`src/rtl/palette_pkg.sv`:
```
`default_nettype none
// ============================================================================
// Module   : palette_pkg
// Brief    : Shared transform-mode encodings and default palette colour helper.
// Revision : 1.0 - initial release
// ============================================================================
package palette_pkg;

    localparam logic [1:0] MODE_NORMAL = 2'b00;
    localparam logic [1:0] MODE_INVERT = 2'b01;
    localparam logic [1:0] MODE_GRAY   = 2'b10;

    localparam int MAX_CH_W  = 32;
    localparam int MAX_RGB_W = 3 * MAX_CH_W;

    // Index bit 0 lights B, bit 1 lights G, bit 2 lights R; higher bits ignored.
    function automatic logic [MAX_RGB_W-1:0] default_colour(input int index, input int ch_w);
        logic [MAX_RGB_W-1:0] colour;
        colour = '0;
        for (int ch = 0; ch < 3; ch++) begin
            for (int b = 0; b < MAX_CH_W; b++) begin
                if (b < ch_w) begin
                    colour = colour | (MAX_RGB_W'((index >> ch) & 1) << (ch * ch_w + b));
                end
            end
        end
        return colour;
    endfunction

endpackage
`default_nettype wire

```
`src/rtl/palette_lut_if.sv`:
```
`default_nettype none
// ============================================================================
// Module   : palette_lut_if
// Brief    : Request, response and table-programming bus of the palette LUT.
// Revision : 1.0 - initial release
// ============================================================================
interface palette_lut_if #(
    parameter int INDEX_W = 3,
    parameter int RGB_W   = 24
);
    logic               in_valid;
    logic               in_ready;
    logic [INDEX_W-1:0] in_index;
    logic [1:0]         in_mode;
    logic               out_valid;
    logic               out_ready;
    logic [RGB_W-1:0]   rgb;
    logic               wr_en;
    logic [INDEX_W-1:0] wr_index;
    logic [RGB_W-1:0]   wr_data;
    logic               restore;

    modport master (
        output in_valid, in_index, in_mode, out_ready, wr_en, wr_index, wr_data, restore,
        input  in_ready, out_valid, rgb
    );

    modport slave (
        input  in_valid, in_index, in_mode, out_ready, wr_en, wr_index, wr_data, restore,
        output in_ready, out_valid, rgb
    );
endinterface
`default_nettype wire

```
`src/rtl/palette_xform.sv`:
```
`default_nettype none
// ============================================================================
// Module   : palette_xform
// Brief    : Combinational output transform: normal, invert or grayscale.
// Revision : 1.0 - initial release
// ============================================================================
module palette_xform
    import palette_pkg::*;
#(
    parameter int RGB_W = 24
) (
    input  wire logic [RGB_W-1:0] entry,
    input  wire logic [1:0]       mode,
    output logic      [RGB_W-1:0] rgb
);
    localparam int CH_W = RGB_W / 3;

    logic [CH_W-1:0] w_r;
    logic [CH_W-1:0] w_g;
    logic [CH_W-1:0] w_b;
    logic [CH_W+1:0] w_sum;
    logic [CH_W-1:0] w_y;

    assign w_r = entry[3*CH_W-1:2*CH_W];
    assign w_g = entry[2*CH_W-1:CH_W];
    assign w_b = entry[CH_W-1:0];

    // Two extra bits hold the worst case 4*(2^CH_W - 1) without overflow.
    assign w_sum = {2'b00, w_r} + {1'b0, w_g, 1'b0} + {2'b00, w_b};
    assign w_y   = CH_W'(w_sum >> 2);

    always_comb begin
        rgb = entry;
        case (mode)
            MODE_INVERT: rgb = ~entry;
            MODE_GRAY:   rgb = {w_y, w_y, w_y};
            default:     rgb = entry;
        endcase
    end
endmodule
`default_nettype wire

```
`src/rtl/palette_lut.sv`:
```
`default_nettype none
// ============================================================================
// Module   : palette_lut
// Brief    : Run-time programmable index-to-RGB palette with valid/ready I/O.
// Revision : 1.0 - initial release
// ============================================================================
module palette_lut
    import palette_pkg::*;
#(
    parameter int INDEX_W = 3,
    parameter int RGB_W   = 24
) (
    input  wire logic     clk,
    input  wire logic     rst_n,
    palette_lut_if.slave  bus
);
    localparam int DEPTH = 2 ** INDEX_W;
    localparam int CH_W  = RGB_W / 3;

    logic [RGB_W-1:0] table_q [DEPTH];
    logic [RGB_W-1:0] table_d [DEPTH];
    logic [RGB_W-1:0] w_def_tab [DEPTH];
    logic             out_valid_q;
    logic             out_valid_d;
    logic [RGB_W-1:0] rgb_q;
    logic [RGB_W-1:0] rgb_d;
    logic             w_accept;
    logic [RGB_W-1:0] w_lookup;
    logic [RGB_W-1:0] w_xform;

    generate
        for (genvar i = 0; i < DEPTH; i++) begin : g_default
            assign w_def_tab[i] = RGB_W'(default_colour(i, CH_W));
        end
    endgenerate

    // Next table state; reading it gives write-first and restore-first forwarding.
    always_comb begin
        table_d = table_q;
        if (bus.restore) begin
            table_d = w_def_tab;
        end else if (bus.wr_en) begin
            table_d[bus.wr_index] = bus.wr_data;
        end
    end

    assign w_lookup     = table_d[bus.in_index];
    assign bus.in_ready = !out_valid_q || bus.out_ready;
    assign w_accept     = bus.in_valid && bus.in_ready;

    palette_xform #(
        .RGB_W (RGB_W)
    ) u_xform (
        .entry (w_lookup),
        .mode  (bus.in_mode),
        .rgb   (w_xform)
    );

    always_comb begin
        out_valid_d = out_valid_q;
        rgb_d       = rgb_q;
        if (w_accept) begin
            out_valid_d = 1'b1;
            rgb_d       = w_xform;
        end else if (bus.out_ready) begin
            out_valid_d = 1'b0;
        end
    end

    always_ff @(posedge clk or negedge rst_n) begin
        if (!rst_n) begin
            table_q     <= w_def_tab;
            out_valid_q <= 1'b0;
            rgb_q       <= '0;
        end else begin
            table_q     <= table_d;
            out_valid_q <= out_valid_d;
            rgb_q       <= rgb_d;
        end
    end

    assign bus.out_valid = out_valid_q;
    assign bus.rgb       = rgb_q;
endmodule
`default_nettype wire

```
`src/flat_wrapper.sv`:
```
// flat-port wrapper written by rule: the top's interface ports become plain ports
module palette_lut_flat import palette_pkg::*;
#(
    parameter int INDEX_W = 3,
    parameter int RGB_W   = 24
)
  (clk, rst_n, bus_in_valid, bus_in_index, bus_in_mode, bus_out_ready, bus_wr_en, bus_wr_index, bus_wr_data, bus_restore, bus_in_ready, bus_out_valid, bus_rgb);
  palette_lut_if #(.INDEX_W(INDEX_W), .RGB_W(RGB_W)) bus_i ();
  input  wire logic clk;
  input  wire logic rst_n;
  input wire logic [$bits(bus_i.in_valid)-1:0] bus_in_valid;
  input wire logic [$bits(bus_i.in_index)-1:0] bus_in_index;
  input wire logic [$bits(bus_i.in_mode)-1:0] bus_in_mode;
  input wire logic [$bits(bus_i.out_ready)-1:0] bus_out_ready;
  input wire logic [$bits(bus_i.wr_en)-1:0] bus_wr_en;
  input wire logic [$bits(bus_i.wr_index)-1:0] bus_wr_index;
  input wire logic [$bits(bus_i.wr_data)-1:0] bus_wr_data;
  input wire logic [$bits(bus_i.restore)-1:0] bus_restore;
  output wire logic [$bits(bus_i.in_ready)-1:0] bus_in_ready;
  output wire logic [$bits(bus_i.out_valid)-1:0] bus_out_valid;
  output wire logic [$bits(bus_i.rgb)-1:0] bus_rgb;
  assign bus_i.in_valid = bus_in_valid;
  assign bus_i.in_index = bus_in_index;
  assign bus_i.in_mode = bus_in_mode;
  assign bus_i.out_ready = bus_out_ready;
  assign bus_i.wr_en = bus_wr_en;
  assign bus_i.wr_index = bus_wr_index;
  assign bus_i.wr_data = bus_wr_data;
  assign bus_i.restore = bus_restore;
  assign bus_in_ready = bus_i.in_ready;
  assign bus_out_valid = bus_i.out_valid;
  assign bus_rgb = bus_i.rgb;
  palette_lut #(.INDEX_W(INDEX_W), .RGB_W(RGB_W)) u_core (.clk(clk), .rst_n(rst_n), .bus(bus_i));
endmodule
```
`config.mk`:
```
export PLATFORM = sky130hd
export DESIGN_NAME = palette_lut_flat
export DESIGN_NICKNAME = d
export VERILOG_FILES = /design/src/rtl/palette_pkg.sv /design/src/rtl/palette_lut_if.sv /design/src/rtl/palette_xform.sv /design/src/rtl/palette_lut.sv /design/src/flat_wrapper.sv
export SDC_FILE = /design/constraint.sdc
export NUM_CORES = 1
export LEC_CHECK = 0
export ABC_CLOCK_PERIOD_IN_PS = 4500
export CORE_MARGIN = 10
export CORE_UTILIZATION = 60
export CTS_CLUSTER_SIZE = 16
export DETAILED_ROUTE_END_ITERATION = 8
export PLACE_DENSITY = 0.85
export SYNTH_ARGS = -nofsm -noshare
export SYNTH_HDL_FRONTEND = slang
export SYNTH_SLANG_ARGS = --single-unit
export TNS_END_PERCENT = 5
```
`constraint.sdc`:
```
create_clock -name clk -period 4.5 [get_ports clk]
set_input_delay 0.675 -clock clk [delete_from_list [all_inputs] [get_ports clk]]
set_output_delay 0.675 -clock clk [all_outputs]
set_load 0.02 [all_outputs]
```
# == After elaboration in Yosys (flattened, before gate mapping) ==
# Cells that the tools add are included.
# classes
addsub,2
magnitude_cmp,3
n_eq_ne,2
muxes,11
bitwise,3
n_reduce_logical,5
# ops
cell,count
2-to-1 mux 192 bit,2
bitwise mux 192 bit,1
binary-select mux 24 bit (select 3 bit),1
demux 24 bit (select 3 bit),1
2-to-1 mux 24 bit,3
one-hot mux 24 bit (2 select lines),1
NOT 24 bit,1
adder 10 x 8 -> 10 bit,1
adder 8 x 9 -> 10 bit,1
"greater-or-equal comparator 4 bit, second input constant",2
NOT 3 -> 4 bit,2
"less-than comparator 4 x 1 -> 1 bit, second input constant",1
"equality test 2 x 1 -> 1 bit, second input constant",1
"equality test 2 bit, second input constant",1
logical AND 1 bit,2
2-to-1 mux 1 bit,2
nonzero test 2 bit,1
logical NOT 1 bit,1
logical OR 1 bit,1
# totals
regBits,217
output_inout_bits,26
word_cells,36

# == Logic depth before layout (Yosys ltp) ==
# logic_depth
word_depth,14
mapped_depth,20
ltp_nobuf,19

# == By module ==
# A second synthesis with hierarchy kept.
# unflattened
cells_unflattened,1226
hier_area_um2,12125.4
# modules_own_cells
module,instances,cells_per_inst,area_each_um2,seq_area_each_um2
palette_lut,1,1098,11154.4,5550.3
palette_xform,1,128,970.9,0.0

# == Least setup slack after synthesis ==
# Ideal clock, no wire load.
# synth_timing
path_kind,in2reg
startpoint,in bus_in_index[0]
endpoint,reg u_core.rgb_q[22] (netlist: u_core.bus.rgb[22])
setup_ns,0.129
arrival_time_ns,4.568
setup_slack_ns,-0.197
stages,17
n_path_buf,3
cell_sequence,buf_2 buf_2 buf_1 mux4_2 mux2i_4 inv_1 fa_1 ha_1 a21oi_1 inv_1 a21o_1 a21oi_1 nand2_1 a31o_1 a21o_1 a31oi_2 o22ai_1
# synth_via
elab_chain_cells,7
word_cells_on_any_way,8
classes_between,2 x add/sub; 4 x mux; 2 x bitwise
# synth_lines
item,line_no,source
"start, declared",flat_wrapper.sv:12,input wire logic [$bits(bus_i.in_index)-1:0] bus_in_index;
NOT 3 -> 4 bit (implied by the code) *,palette_lut.sv:47,assign w_lookup = table_d[bus.in_index];
binary-select mux 24 bit (select 3 bit) *,palette_lut.sv:47,
2-to-1 mux 24 bit (implied by the code) * (2 in a row),palette_lut.sv:47,
adder 8 x 9 -> 10 bit,palette_xform.sv:29,"assign w_sum = {2'b00, w_r} + {1'b0, w_g, 1'b0} + {2'b00, w_b};"
adder 10 x 8 -> 10 bit,palette_xform.sv:29,
one-hot mux 24 bit (2 select lines) *,palette_xform.sv:34,case (mode)
"end signal, assigned",palette_lut.sv:78,rgb_q <= rgb_d;
"end, declared",palette_lut.sv:25,logic [RGB_W-1:0] rgb_q;
# Mark *: on every way between the ends. The rest lies on a longest branch, timed or not. The select of a mux whose other input is x is not followed.
# A chain may end at the register's enable or synchronous reset.

==> flow_metrics.tcl <==
set metrics [dict create \
    hold_path.class "in -> async" \
    cts_tree "built" \
    swShare 0.3081 \
    cp.arrival_ns 5.34 \
    maxSlewHeadroom 0.2732 \
    synth_top_area_cell "dfrtp_1" \
    drc_errors 0 \
    place.gp.congestion 0.9366 \
    worstMarginPinSlew_ns 1.090 \
    cts_root_buffer "clkbuf_16" \
    wl_per_cell_um 25.61 \
    internal_power_mw 3.791 \
    grt_pass1_vias 11295 \
    antenna_found_initial 2 \
    setup_viol 18 \
    p_switching_mw 1.688 \
    crit_required_ns 4.86 \
    initialDrtViolationCount 2162 \
    fp.coreArea_um2 19330 \
    synth_common_cells "nand2_1, dfrtp_1, a21oi_1" \
    insertion_delay_ns 0.54 \
    yosys.area_share.xor_xnor 0.002993 \
    timing.final.crit_share 1.107 \
    synthMuxAreaShare 0.1323 \
    io_pins 64 \
    final_cells 1712 \
    fp.dieW_um 159.7 \
    grt_start_max_net_pins 129 \
    max_stage_delay_ns 0.62 \
    syn_nets 1235 \
    fin_nets 1482 \
    crit_chain "buf_2 > or4b_4 > buf_4 > nand2_1 > a21oi_1 > mux4_2 > mux2i_4 > fa_1 > nor4b_4 > fa_2 > a21o_1 > a21o_1 > a21o_1 > a21oi_4 > xnor2_2 > a21oi_4 > a221oi_2" \
    synth.avg_cell_area_um2 9.919 \
    htreeDepth 1 \
    start_kind "input port" \
    vias 11534 \
    comb_power_share 0.256 \
    worst_path_most_repeated_cell "a21o_1" \
    ys_types 70 \
    crit_fanout 5 \
    tns_ns -3.567 \
    outcome "finished, violations left" \
    seqPwrFrac 0.388 \
    cts_buffers 25 \
    row_count 51 \
    firstDrtPassIters 7 \
    max_freq_ghz 0.2008 \
    grt_usage 0.3022 \
    end_kind "flip-flop" \
    synthToLayoutAreaGrowth_pct 31.21 \
    p_leak_nw 6.945 \
    yosys_most_used_dff "dfrtp_1" \
    grt_overflow 0 \
    worstSetupPathType "in -> reg" \
    synth_most_common_cell "nand2_1" \
    ys_ff_latch 217 \
    dp_cells 1646 \
    synth_cells 1180 \
    syn_area_um2 11700 \
    holdBufCountCts 0 \
    crit_slowest_cell "or4b_4" \
    maxCapViolCount 0 \
    path_clk_slew_ns 0.06 \
    rr_endpoint "u_core.bus.rgb[13]" \
    dieArea_um2 25490 \
    endpoint "u_core.bus.rgb[13]" \
    start_util 0.6054 \
    wl_um 43840 \
    io_buffers 63 \
    yosys.area_share.adder 0.02330 \
    drtAntennaViolNets 0 \
    peakVddDrop_mv 0.3314 \
    clockBufferDepth 3 \
    r2r_setup_slack_ns 0.18 \
    crit-reg2reg-launch "u_core.table_q[32]" \
    skew_ns 0.02208 \
    ys_top_cells_by_area "dfrtp_1, dfstp_2, nand2_1, mux4_2, nand3b_1" \
    pwr-share-clk 0.357 \
    synth_top_family_by_area "simple AND/OR/NAND/NOR gates" \
    drive_above_1_share 0.3617 \
    hold_viol 0 \
    violations "setup timing" \
    die_y_um 159.7 \
    seq_area_frac_synth 0.4742 \
    synthSimpleGateAreaFrac 0.2249 \
    synth-edff-count 0 \
    synth_top_area_frac 0.2587 \
    n_fill_cell 1008 \
    dpl.hpwl_um 24670 \
    startpoint "bus_wr_index[2]" \
    fin_crit_ns 4.979 \
    ys_warn_count 0 \
    r2r_cells 14 \
    p_per_area_nw_per_um2 356.8 \
    vias_per_cell 6.737 \
    final.setup.worst_slack_ns -0.4793 \
    synthArstFlopShare 1.000 \
    synth_compound_area_frac 0.09246 \
    grt_pass1_wl_um 62420 \
    clock-sinks 217 \
    slew_violations 0 \
]
[power groups by stage]
stage | Combinational (mW) | Sequential (mW) | Clock, mW
final | 1.40 | 2.12 | 1.95
after global routing | 1.45 | 2.13 | 2.03
after CTS | 1.24 | 2.12 | 1.92
after detailed placement | 1.18 | 2.15 | 0
after global placement | 1.15 | 2.14 | 0
after floorplan | 0.579 | 2.20 | 0
[metal layers]
metal	up-vias	share of wire	GRT usage
met5	-	0.00030	0.01381
met4	2	0.092	0.1929
met3	367	0.12	0.06555
met1	5463	0.33	0.3609
met2	1188	0.45	0.4872
li1	4514	-	-
[cells by family (layout without fill, tap and decap cells)]
kind of cell / Yosys count / after routing
AOI/OAI and AO/OA: 168 / 168
xor gates and xnor gates: 4 / 4
and+or+nand+nor: 546 / 546
adders and majority gates: 17 / 17
muxes: 94 / 94
DFF: 217 / 217
buffers and inverters: 134 / 400
other: 0 / 1
[final cells by class]
type | instances | area [µm²] | area share
diodes | 1 | 2.502 | 0.0001629
clock inverters | 5 | 35.03 | 0.002281
flip-flops and latches | 217 | 5550 | 0.3614
clock buffers | 41 | 725.7 | 0.04725
inverters | 25 | 93.84 | 0.006110
multi-input cells | 829 | 5821 | 0.3790
repair buffers | 329 | 2799 | 0.1822
well taps | 265 | 331.6 | 0.02159
[worst min path at each step]
| stage | start | endpoint | slack [ns] | cells after the start |
|---|---|---|---|---|
| 3_3_place_gp | u_core.bus.rgb[0] | u_core.bus.rgb[0] | 0.46 | 1 |
| 5_1_grt | rst_n | u_core.table_q[137] | 0.39 | 1 |
| 4_1_cts | rst_n | u_core.table_q[176] | 0.38 | 1 |
| 2_1_floorplan | rst_n | u_core.bus.out_valid | 0.38 | 0 |
| 6_report | rst_n | u_core.table_q[137] | 0.33 | 1 |
| 3_5_place_dp | u_core.bus.rgb[16] | u_core.bus.rgb[16] | 0.47 | 1 |
[worst max-delay path: cells and delay by family]
family          cells  cell delay, ns
mux                 2            0.70
fa+ha+maj           2            0.86
compound gates      7            1.27
xor+xnor            1            0.19
simple gates        3            1.30
buf+inv             2            0.34
[metrics by stage]
stage | worst slack [ns] | util | power, mW | instance area (µm²) | hold slack, ns
final | -0.4793 | 0.7943 | 5.480 | 15360 | 0.3276
after global routing | -0.4570 | 0.7943 | 5.609 | 15360 | 0.3853
after CTS | 0.001737 | 0.7837 | 5.280 | 15150 | 0.3807
after detailed placement | -0.9494 | 0.7354 | 3.327 | 14220 | 0.4688
after global placement | -0.8214 | 0.7354 | 3.288 | 14220 | 0.4636
after floorplan | -0.03153 | - | 2.782 | 11730 | 0.3794
[placed cells by master (no fill, tap or decap), types with 4 or more instances in the layout]
| master | Yosys | layout |
|---|---|---|
| o22ai_1 | 11 | 10 |
| a221oi_2 | 10 | 10 |
| clkbuf_8 | 0 | 5 |
| nand3b_1 | 81 | 81 |
| inv_2 | 1 | 9 |
| buf_6 | 1 | 8 |
| o21ai_0 | 7 | 7 |
| a21oi_2 | 0 | 10 |
| mux4_2 | 39 | 39 |
| mux2i_1 | 42 | 40 |
| a21o_1 | 8 | 8 |
| mux2i_4 | 9 | 10 |
| a21oi_4 | 0 | 5 |
| o21ai_1 | 4 | 4 |
| clkbuf_16 | 0 | 25 |
| nand2b_1 | 23 | 23 |
| clkdlybuf4s50_1 | 0 | 55 |
| clkbuf_1 | 55 | 12 |
| ha_1 | 9 | 6 |
| inv_1 | 24 | 16 |
| dfstp_2 | 96 | 96 |
| nand2_1 | 351 | 349 |
| a221oi_1 | 4 | 4 |
| nor2_1 | 44 | 43 |
| buf_12 | 0 | 13 |
| and2_1 | 6 | 6 |
| a21oi_1 | 98 | 83 |
| buf_4 | 7 | 244 |
| a31oi_1 | 5 | 5 |
| nand3_1 | 5 | 5 |
| dfrtp_1 | 121 | 121 |
| nor3_1 | 8 | 5 |
| buf_2 | 37 | 5 |
| fa_1 | 8 | 7 |
[registers in the layout (all words and copies together), names as in the netlist]
register	flops
u_core.bus.out_valid	1
u_core.bus.rgb	24
u_core.table_q	192
[what timing repair did]
action | in CTS | in global routing
pin swaps | 8 | 25
cloned | 2 | 0
gates resized for setup | 36 | 41
buffers inserted | 8 | 9
endpoints found under the setup margin | 18 | 18
(Power assumes the default switching activity.)
